File: src/rtl/alu4_driver.sv
// alu4_driver
//    Sequential initiator for a combinational alu4 datapath. A request
//    (ctl, in1, in2) is accepted when the driver is idle. The operands are
//    registered onto the ALU inputs and held for SETTLE cycles. The ALU
//    outputs are then captured and presented on a response handshake.
//
// Parameters
//    WIDTH   operand/result width (must match the attached ALU)
//    CTL_W   ALU op-select width
//    SETTLE  cycles operands are held before sampling, legal range 1..15
//
// Ports
//    clk, reset                      rising-edge clock, synchronous active-high reset
//    req_valid/req_ready             request handshake
//    req_ctl/req_in1/req_in2         request payload
//    alu_ctl/alu_in1/alu_in2         registered operands driven to the ALU
//    alu_out/alu_zf/alu_cf/alu_sf    ALU result and flags
//    rsp_valid/rsp_ready             response handshake
//    rsp_out/rsp_zf/rsp_cf/rsp_sf    captured result and flags
//    busy                            high while settling or holding a response
//
// Optional feature (macro ALU_DRV_CHECK_EN)
//    req_exp, req_exp_flags {zf,cf,sf}   expected result, latched with the request
//    rsp_mismatch                        captured {out,flags} differs from the expected value
//    err_count                           saturating count of mismatching responses
module alu4_driver #(
   parameter int WIDTH  = 4,
   parameter int CTL_W  = 2,
   parameter int SETTLE = 2
) (
   input  logic             clk,
   input  logic             reset,
   input  logic             req_valid,
   output logic             req_ready,
   input  logic [CTL_W-1:0] req_ctl,
   input  logic [WIDTH-1:0] req_in1,
   input  logic [WIDTH-1:0] req_in2,
   output logic [CTL_W-1:0] alu_ctl,
   output logic [WIDTH-1:0] alu_in1,
   output logic [WIDTH-1:0] alu_in2,
   input  logic [WIDTH-1:0] alu_out,
   input  logic             alu_zf,
   input  logic             alu_cf,
   input  logic             alu_sf,
   output logic             rsp_valid,
   input  logic             rsp_ready,
   output logic [WIDTH-1:0] rsp_out,
   output logic             rsp_zf,
   output logic             rsp_cf,
   output logic             rsp_sf,
`ifdef ALU_DRV_CHECK_EN
   input  logic [WIDTH-1:0] req_exp,
   input  logic [2:0]       req_exp_flags,
   output logic             rsp_mismatch,
   output logic [7:0]       err_count,
`endif
   output logic             busy
);

   typedef enum logic [1:0] {
      ST_IDLE   = 2'd0,
      ST_SETTLE = 2'd1,
      ST_RESP   = 2'd2
   } state_t;

   // The counter counts down to zero, so it is loaded with SETTLE-1.
   localparam logic [3:0] CNT_LOAD = 4'(SETTLE - 1);

   state_t     state;
   logic [3:0] cnt;

`ifdef ALU_DRV_CHECK_EN
   logic [WIDTH-1:0] exp_out;
   logic [2:0]       exp_flags;
`endif

   // Handshake status: ready only in IDLE and never while reset is asserted.
   always_comb begin
      req_ready = 1'b0;
      busy      = 1'b0;
      if (state == ST_IDLE) begin
         req_ready = !reset;
      end else begin
         busy = (state == ST_SETTLE) || (state == ST_RESP);
      end
   end

   // Control FSM with operand, capture and response registers.
   always_ff @(posedge clk) begin
      if (reset) begin
         state     <= ST_IDLE;
         cnt       <= 4'd0;
         alu_ctl   <= '0;
         alu_in1   <= '0;
         alu_in2   <= '0;
         rsp_valid <= 1'b0;
         rsp_out   <= '0;
         rsp_zf    <= 1'b0;
         rsp_cf    <= 1'b0;
         rsp_sf    <= 1'b0;
`ifdef ALU_DRV_CHECK_EN
         exp_out      <= '0;
         exp_flags    <= 3'd0;
         rsp_mismatch <= 1'b0;
         err_count    <= 8'd0;
`endif
      end else begin
         case (state)
            ST_IDLE: begin
               if (req_valid) begin
                  alu_ctl <= req_ctl;
                  alu_in1 <= req_in1;
                  alu_in2 <= req_in2;
`ifdef ALU_DRV_CHECK_EN
                  exp_out   <= req_exp;
                  exp_flags <= req_exp_flags;
`endif
                  cnt   <= CNT_LOAD;
                  state <= ST_SETTLE;
               end
            end
            ST_SETTLE: begin
               if (cnt == 4'd0) begin
                  rsp_out   <= alu_out;
                  rsp_zf    <= alu_zf;
                  rsp_cf    <= alu_cf;
                  rsp_sf    <= alu_sf;
                  rsp_valid <= 1'b1;
`ifdef ALU_DRV_CHECK_EN
                  rsp_mismatch <= ({alu_out, alu_zf, alu_cf, alu_sf} != {exp_out, exp_flags});
`endif
                  state <= ST_RESP;
               end else begin
                  cnt <= cnt - 4'd1;
               end
            end
            ST_RESP: begin
               if (rsp_ready) begin
                  rsp_valid <= 1'b0;
`ifdef ALU_DRV_CHECK_EN
                  if (rsp_mismatch && (err_count != 8'hFF)) begin
                     err_count <= err_count + 8'd1;
                  end
`endif
                  state <= ST_IDLE;
               end
            end
            default: begin
               rsp_valid <= 1'b0;
               state     <= ST_IDLE;
            end
         endcase
      end
   end

endmodule

File: config.mk
export PLATFORM = sky130hd
export DESIGN_NAME = alu4_driver
export DESIGN_NICKNAME = d
export VERILOG_FILES = /design/src/rtl/alu4_driver.sv
export SDC_FILE = /design/constraint.sdc
export NUM_CORES = 1
export LEC_CHECK = 0
export ABC_AREA = 1
export BUFFER_PORTS_ARGS = -buffer_cell sky130_fd_sc_hd__buf_2
export CAP_MARGIN = 20
export CELL_PAD_IN_SITES_DETAIL_PLACEMENT = 0
export CELL_PAD_IN_SITES_GLOBAL_PLACEMENT = 1
export CORE_ASPECT_RATIO = 1.25
export CORE_MARGIN = 5
export CORE_UTILIZATION = 32
export CTS_CLUSTER_SIZE = 8
export DETAILED_ROUTE_END_ITERATION = 6
export PLACE_DENSITY_LB_ADDON = 0.1
export SKIP_LAST_GASP = 1
export SYNTH_ARGS = -nofsm -noshare
export SYNTH_HDL_FRONTEND = slang
export SYNTH_SLANG_ARGS = --single-unit
File: constraint.sdc
create_clock -name clk -period 1.7 [get_ports clk]
set_input_delay 0.34 -clock clk [delete_from_list [all_inputs] [get_ports clk]]
set_output_delay 0.34 -clock clk [all_outputs]
set_load 0.02 [all_outputs]
==> metrics.txt, run 1 <==
fin util=42.5%; GPL Wtd Cong=roughly 0.84; count leader, synth=nor2_1; combinational power share=between 50 and 60%; RSZ-0062 raised after global routing=yes; status=completed; Starting Density=33.2%; clock slew at reported path FFs=80 ps; row count=23; Top FF cell, synth=dfxtp_1; Slew Limit Fails=0; Final Hold Viols=0; Die H=74.7 um; hpwl dp=1910 um; Synth-to-Final Area Change=27.8%; syn nets=about 170; Synth area leader=dfxtp_1; Syn Area/Cell=approximately 7.3 sq um; drt initial violations=33; pre-CTS WS=212 ps; top post-synthesis cells by area=dfxtp_1 45%, nor2_1 11%, o21ai_0 9.8%; Synth Register Bits=24; critical path type=flop to output pin; worst slew margin relative to its limit=82.6%; setup TNS=0 ps; fin nets=~220; HP Class=primary input to flop; placed inst area=between 1000 and 1500 sq um; Setup crit start kind=flop; CP Launch Point=state[1]; register area share after synthesis=between 40% and 50%; crit path DAT=1230 ps; clk_lat worst skew=260 ps; # port buffers=40; CTS tree=yes; ys async rst share=0%; Die X=just over 60 um; layout cells sized above 1=~28%; f_max=approximately 640 MHz; CP Capture Type=output pin; pwr dens=1720 nW/um^2; Final min period=roughly 1600 ps; cell internal pwr=about 1.3 mW; pin count of the biggest net entering global routing=18; Max VDD drop=0.000854 V; gr ovfl total=0; leak pwr=between 0.6 and 0.7 nW; final worst slack=between 100 and 150 ps; Post-Synthesis Cells=approximately 150; clk sink count=24; final instance area=1370 sq um; clock skew=about 2.8 ps; Ys Warns=0; worst hold slack=roughly 260 ps; DR pass1 iterations=4; DRT Wirelength=2430 um; Synth cell types=18; vias per cell=4.39; die footprint=between 4000 and 5000 sq um; worst r2r src=state[1]; synth cell count leaders=30 x nor2_1, 24 x dfxtp_1, 22 x inv_1; sw power=roughly 1.0 mW; Max Root-Sink Buffers=2; DRC Markers=0; register share of total power=approximately 36%; # diodes=0; antenna viol nets, final=0; GRT Util Overall=approximately 11%; IO Pins=just over 40; antenna violations before repair=0; clk root buf=clkbuf_8; Hold Startpoint=reset; H-tree Lvls=1; DR WL/cell=10.8 um; fin crit share=approximately 92%; crit-path max FO=4; Final Setup Violations=0; Core Region=approximately 3200 sq um; Least-Margin Pin Slew=roughly 260 ps; Req. time, crit path=between 1000 and 1500 ps; first-pass GRT wire length=a little over 4000 um; Max Cap Violations=0; Post-synth EDFFs=0; switching share of power=between 40% and 50%; total CTS buffers=3; via count=between 900 and 1,000; synthesized area=approximately 1100 sq um; clock share of power=between 10 and 15%; share of the synthesized area in the top cell type=about 45%; vias in the first global route=a little under 1,000
==> stage by stage <==
step	power [mW]	std cells
floorplan	1.72	147
global placement	2.02	223
detailed placement	2.04	223
CTS	2.38	226
global route	2.60	226
finish	2.36	226
==> final timing paths <==
check | end | slack (ps) | depth (start not counted)
setup / recovery | req_ready | 130 | 5
hold / removal | state[0] | 260 | 2
setup reg to reg | cnt[2] | 220 | 7
hold reg to reg | rsp_valid | 440 | 2
==> logic make-up (layout without fill, tap and decap cells) <==
| logic type | after synthesis | after routing | share of synthesized area [%] |
|---|---|---|---|
| AOI/OAI and AO/OA | 32 | 32 | 15.0 |
| adders and majority gates | 6 | 6 | 7.01 |
| buffers and inverters | 28 | 70 | 10.5 |
| DFF | 24 | 24 | 44.9 |
| and+or+nand+nor | 57 | 57 | 22.7 |
==> critical path, cell delays in order, from the launching register on <==
cell and delay [ps]:
dfxtp_1 320, inv_1 110, ha_2 220, inv_1 80, nor2_1 80, buf_2 160
==> state kept, by name, summed over array words and instances (netlist names) <==
register and cells:
rsp_sf 1, cnt 4, rsp_out 4, state 2
alu_ctl 2, rsp_valid 1, alu_in1 4, rsp_cf 1
alu_in2 4, rsp_zf 1
==> timing repair <==
action                                 in CTS  in global routing
gates resized for setup                     0                  2
setup buffers                               0                  0
endpoints found under the hold margin       0                  0
setup endpoints to repair                   0                  2
hold buffers                                0                  0
==> cell type report <==
cell class,count,area [sq um]
clock buffer,3,41.3
fill,349,1850
inverter,24,90.1
multi-input combinational,95,488
sequential,24,480
tap,37,46.3
timing repair buffer,43,223
==> routing by layer <==
layer / track usage, % / share of wire, %
met5: 0 / 0
met4: 4.72 / 0.82
met3: 1.72 / 8.5
met2: 19.1 / 47
met1: 14.5 / 44
==> placed cells by master (no fill, tap or decap) <==
cell	n
nand3_1	4
inv_2	1
o21ai_0	21
nor2_1	30
buf_2	40
clkinv_1	1
ha_1	5
nand2_2	1
nor2_4	1
buf_4	3
nand3_4	1
nand2_1	17
ha_2	1
dfxtp_1	24
nor2_2	2
clkbuf_8	3
a21oi_1	11
inv_1	22
nand4_1	1
==> power by group through the flow <==
stage | Clock, mW | Combinational (mW) | Sequential (mW)
after floorplan | 0 | 0.703 | 1.02
after global placement | 0 | 1.17 | 0.850
after detailed placement | 0 | 1.19 | 0.856
after CTS | 0.347 | 1.19 | 0.843
after global routing | 0.365 | 1.37 | 0.868
final | 0.323 | 1.19 | 0.841
Note: power is estimated with default switching activity, not from simulation.
==> run 2: changes to the inputs <==
--- a/config.mk
+++ b/config.mk
@@ -12,9 +12,11 @@
 export CELL_PAD_IN_SITES_GLOBAL_PLACEMENT = 1
 export CORE_ASPECT_RATIO = 1.25
 export CORE_MARGIN = 5
-export CORE_UTILIZATION = 32
+export CORE_UTILIZATION = 34
+export CTS_BUF_LIST = sky130_fd_sc_hd__clkbuf_2
 export CTS_CLUSTER_SIZE = 8
 export DETAILED_ROUTE_END_ITERATION = 6
+export HOLD_SLACK_MARGIN = 0.15
 export PLACE_DENSITY_LB_ADDON = 0.1
 export SKIP_LAST_GASP = 1
 export SYNTH_ARGS = -nofsm -noshare
==> run 2 against run 1 <==
Clock skew increased by 10 ps. Clock power decreased by 33%. Design area decreased by 0.46%. Critical endpoint unchanged. Critical path type unchanged. Combinational power about the same.
==> metrics.txt, run 2 (synthesis gave the netlist of run 1 again) <==
status=completed; Slew Limit Fails=0; pwr dens=roughly 1700 nW/um^2; layout cells sized above 1=30.7%; hpwl dp=roughly 1800 um; placed inst area=1310 sq um; Final min period=1590 ps; gr ovfl total=0; commonest non-fill, non-tap cells in the layout=39 x buf_2, 29 x nor2_1, 22 x dfxtp_1; final worst slack=110 ps; Starting Density=between 30% and 40%; dpl cells=about 220; Setup crit start kind=flop; pre-CTS WS=around 220 ps; GPL Wtd Cong=~0.81; fin util=approximately 45%; GRT Util Overall=a little under an eighth; DRC Markers=0; setup TNS=0 ps; Max Root-Sink Buffers=2; Final Setup Violations=0; pin count of the biggest net entering global routing=24; CTS tree=yes; Core Region=between 3000 and 4000 sq um; clk_lat worst skew=between 300 and 400 ps; first-pass GRT wire length=approximately 4000 um; number of cells in the finished layout apart from fillers=~230; Synth-to-Final Area Change=27.2%; Max Cap Violations=0; reg2reg setup slack=between 150 and 200 ps; antenna violations before repair=0; Req. time, crit path=between 1000 and 1500 ps; Die X=60.2 um; H-tree Lvls=1; vias in the first global route=roughly 950; clk sink count=24; DR WL/cell=about 11 um; crit-path max FO=3; crit path DAT=1250 ps; clock slew at reported path FFs=around 220 ps; worst hold slack=227 ps; HP Class=primary input to flop; fin crit share=between 90% and 100%; final instance area=roughly 1400 sq um; Final Hold Viols=0; drt initial violations=46; critical path type=flop to output pin; Die H=just over 70 um; # diodes=0; Least-Margin Pin Slew=~310 ps; IO Pins=41; Max VDD drop=0.000904 V; # port buffers=40; die footprint=4380 sq um; vias per cell=between 4 and 5; fin nets=220; row count=22; CP Capture Type=output pin; total power=between 2 and 2.5 mW; worst slew margin relative to its limit=about four fifths; total CTS buffers=3; RSZ-0062 raised after global routing=no; leak pwr=0.692 nW; clk root buf=clkbuf_2; via count=around 1,000; DRT Wirelength=2450 um; leading cell type in the layout, fill and taps excluded=buf_2; DR pass1 iterations=4; clock skew=between 10 and 15 ps; f_max=629 MHz; antenna viol nets, final=0
## run 2: critical path: stages, from the launching register on
cell,delay [ps]
dfxtp_2,390
inv_2,50
ha_2,180
inv_1,110
nor2_2,40
buf_4,150
## run 2: path summary, 6_finish.rpt
kind | start | to | cells after the start
setup / recovery | state[0] | req_ready | 5
hold reg to reg | rsp_out[0] | rsp_out[0] | 2
setup reg to reg | state[0] | cnt[3] | 8
hold / removal | req_in2[0] | alu_in2[0] | 3
## run 2: layout make-up
type | instances | area, sq um
fillers | 329 | 1640
flip-flops and latches | 24 | 483
multi-input cells | 95 | 483
repair buffers | 45 | 243
inverters | 24 | 90.1
well taps | 36 | 45.0
clock buffers | 3 | 15.0
clock inverters | 1 | 3.75
## run 2: power breakdown
| part | leakage, nW | internal (mW) | switching [mW] |
|---|---|---|---|
| Combinational | 0.480 | 0.442 | 0.778 |
| Clock | 0.0140 | 0.0511 | 0.166 |
| Sequential | 0.198 | 0.751 | 0.0944 |
## run 2: what timing repair did
action,in CTS,in global routing
endpoints found under the setup margin,1,2
hold buffers,1,0
hold endpoints to repair,1,0
setup buffers,2,0
gates resized for setup,3,4
## run 2: per-layer routing
layer	GRT usage [%]	wire, um
met5	0	0
met4	5.67	40
met3	2.48	166
met2	20.8	1220
met1	13.2	1020
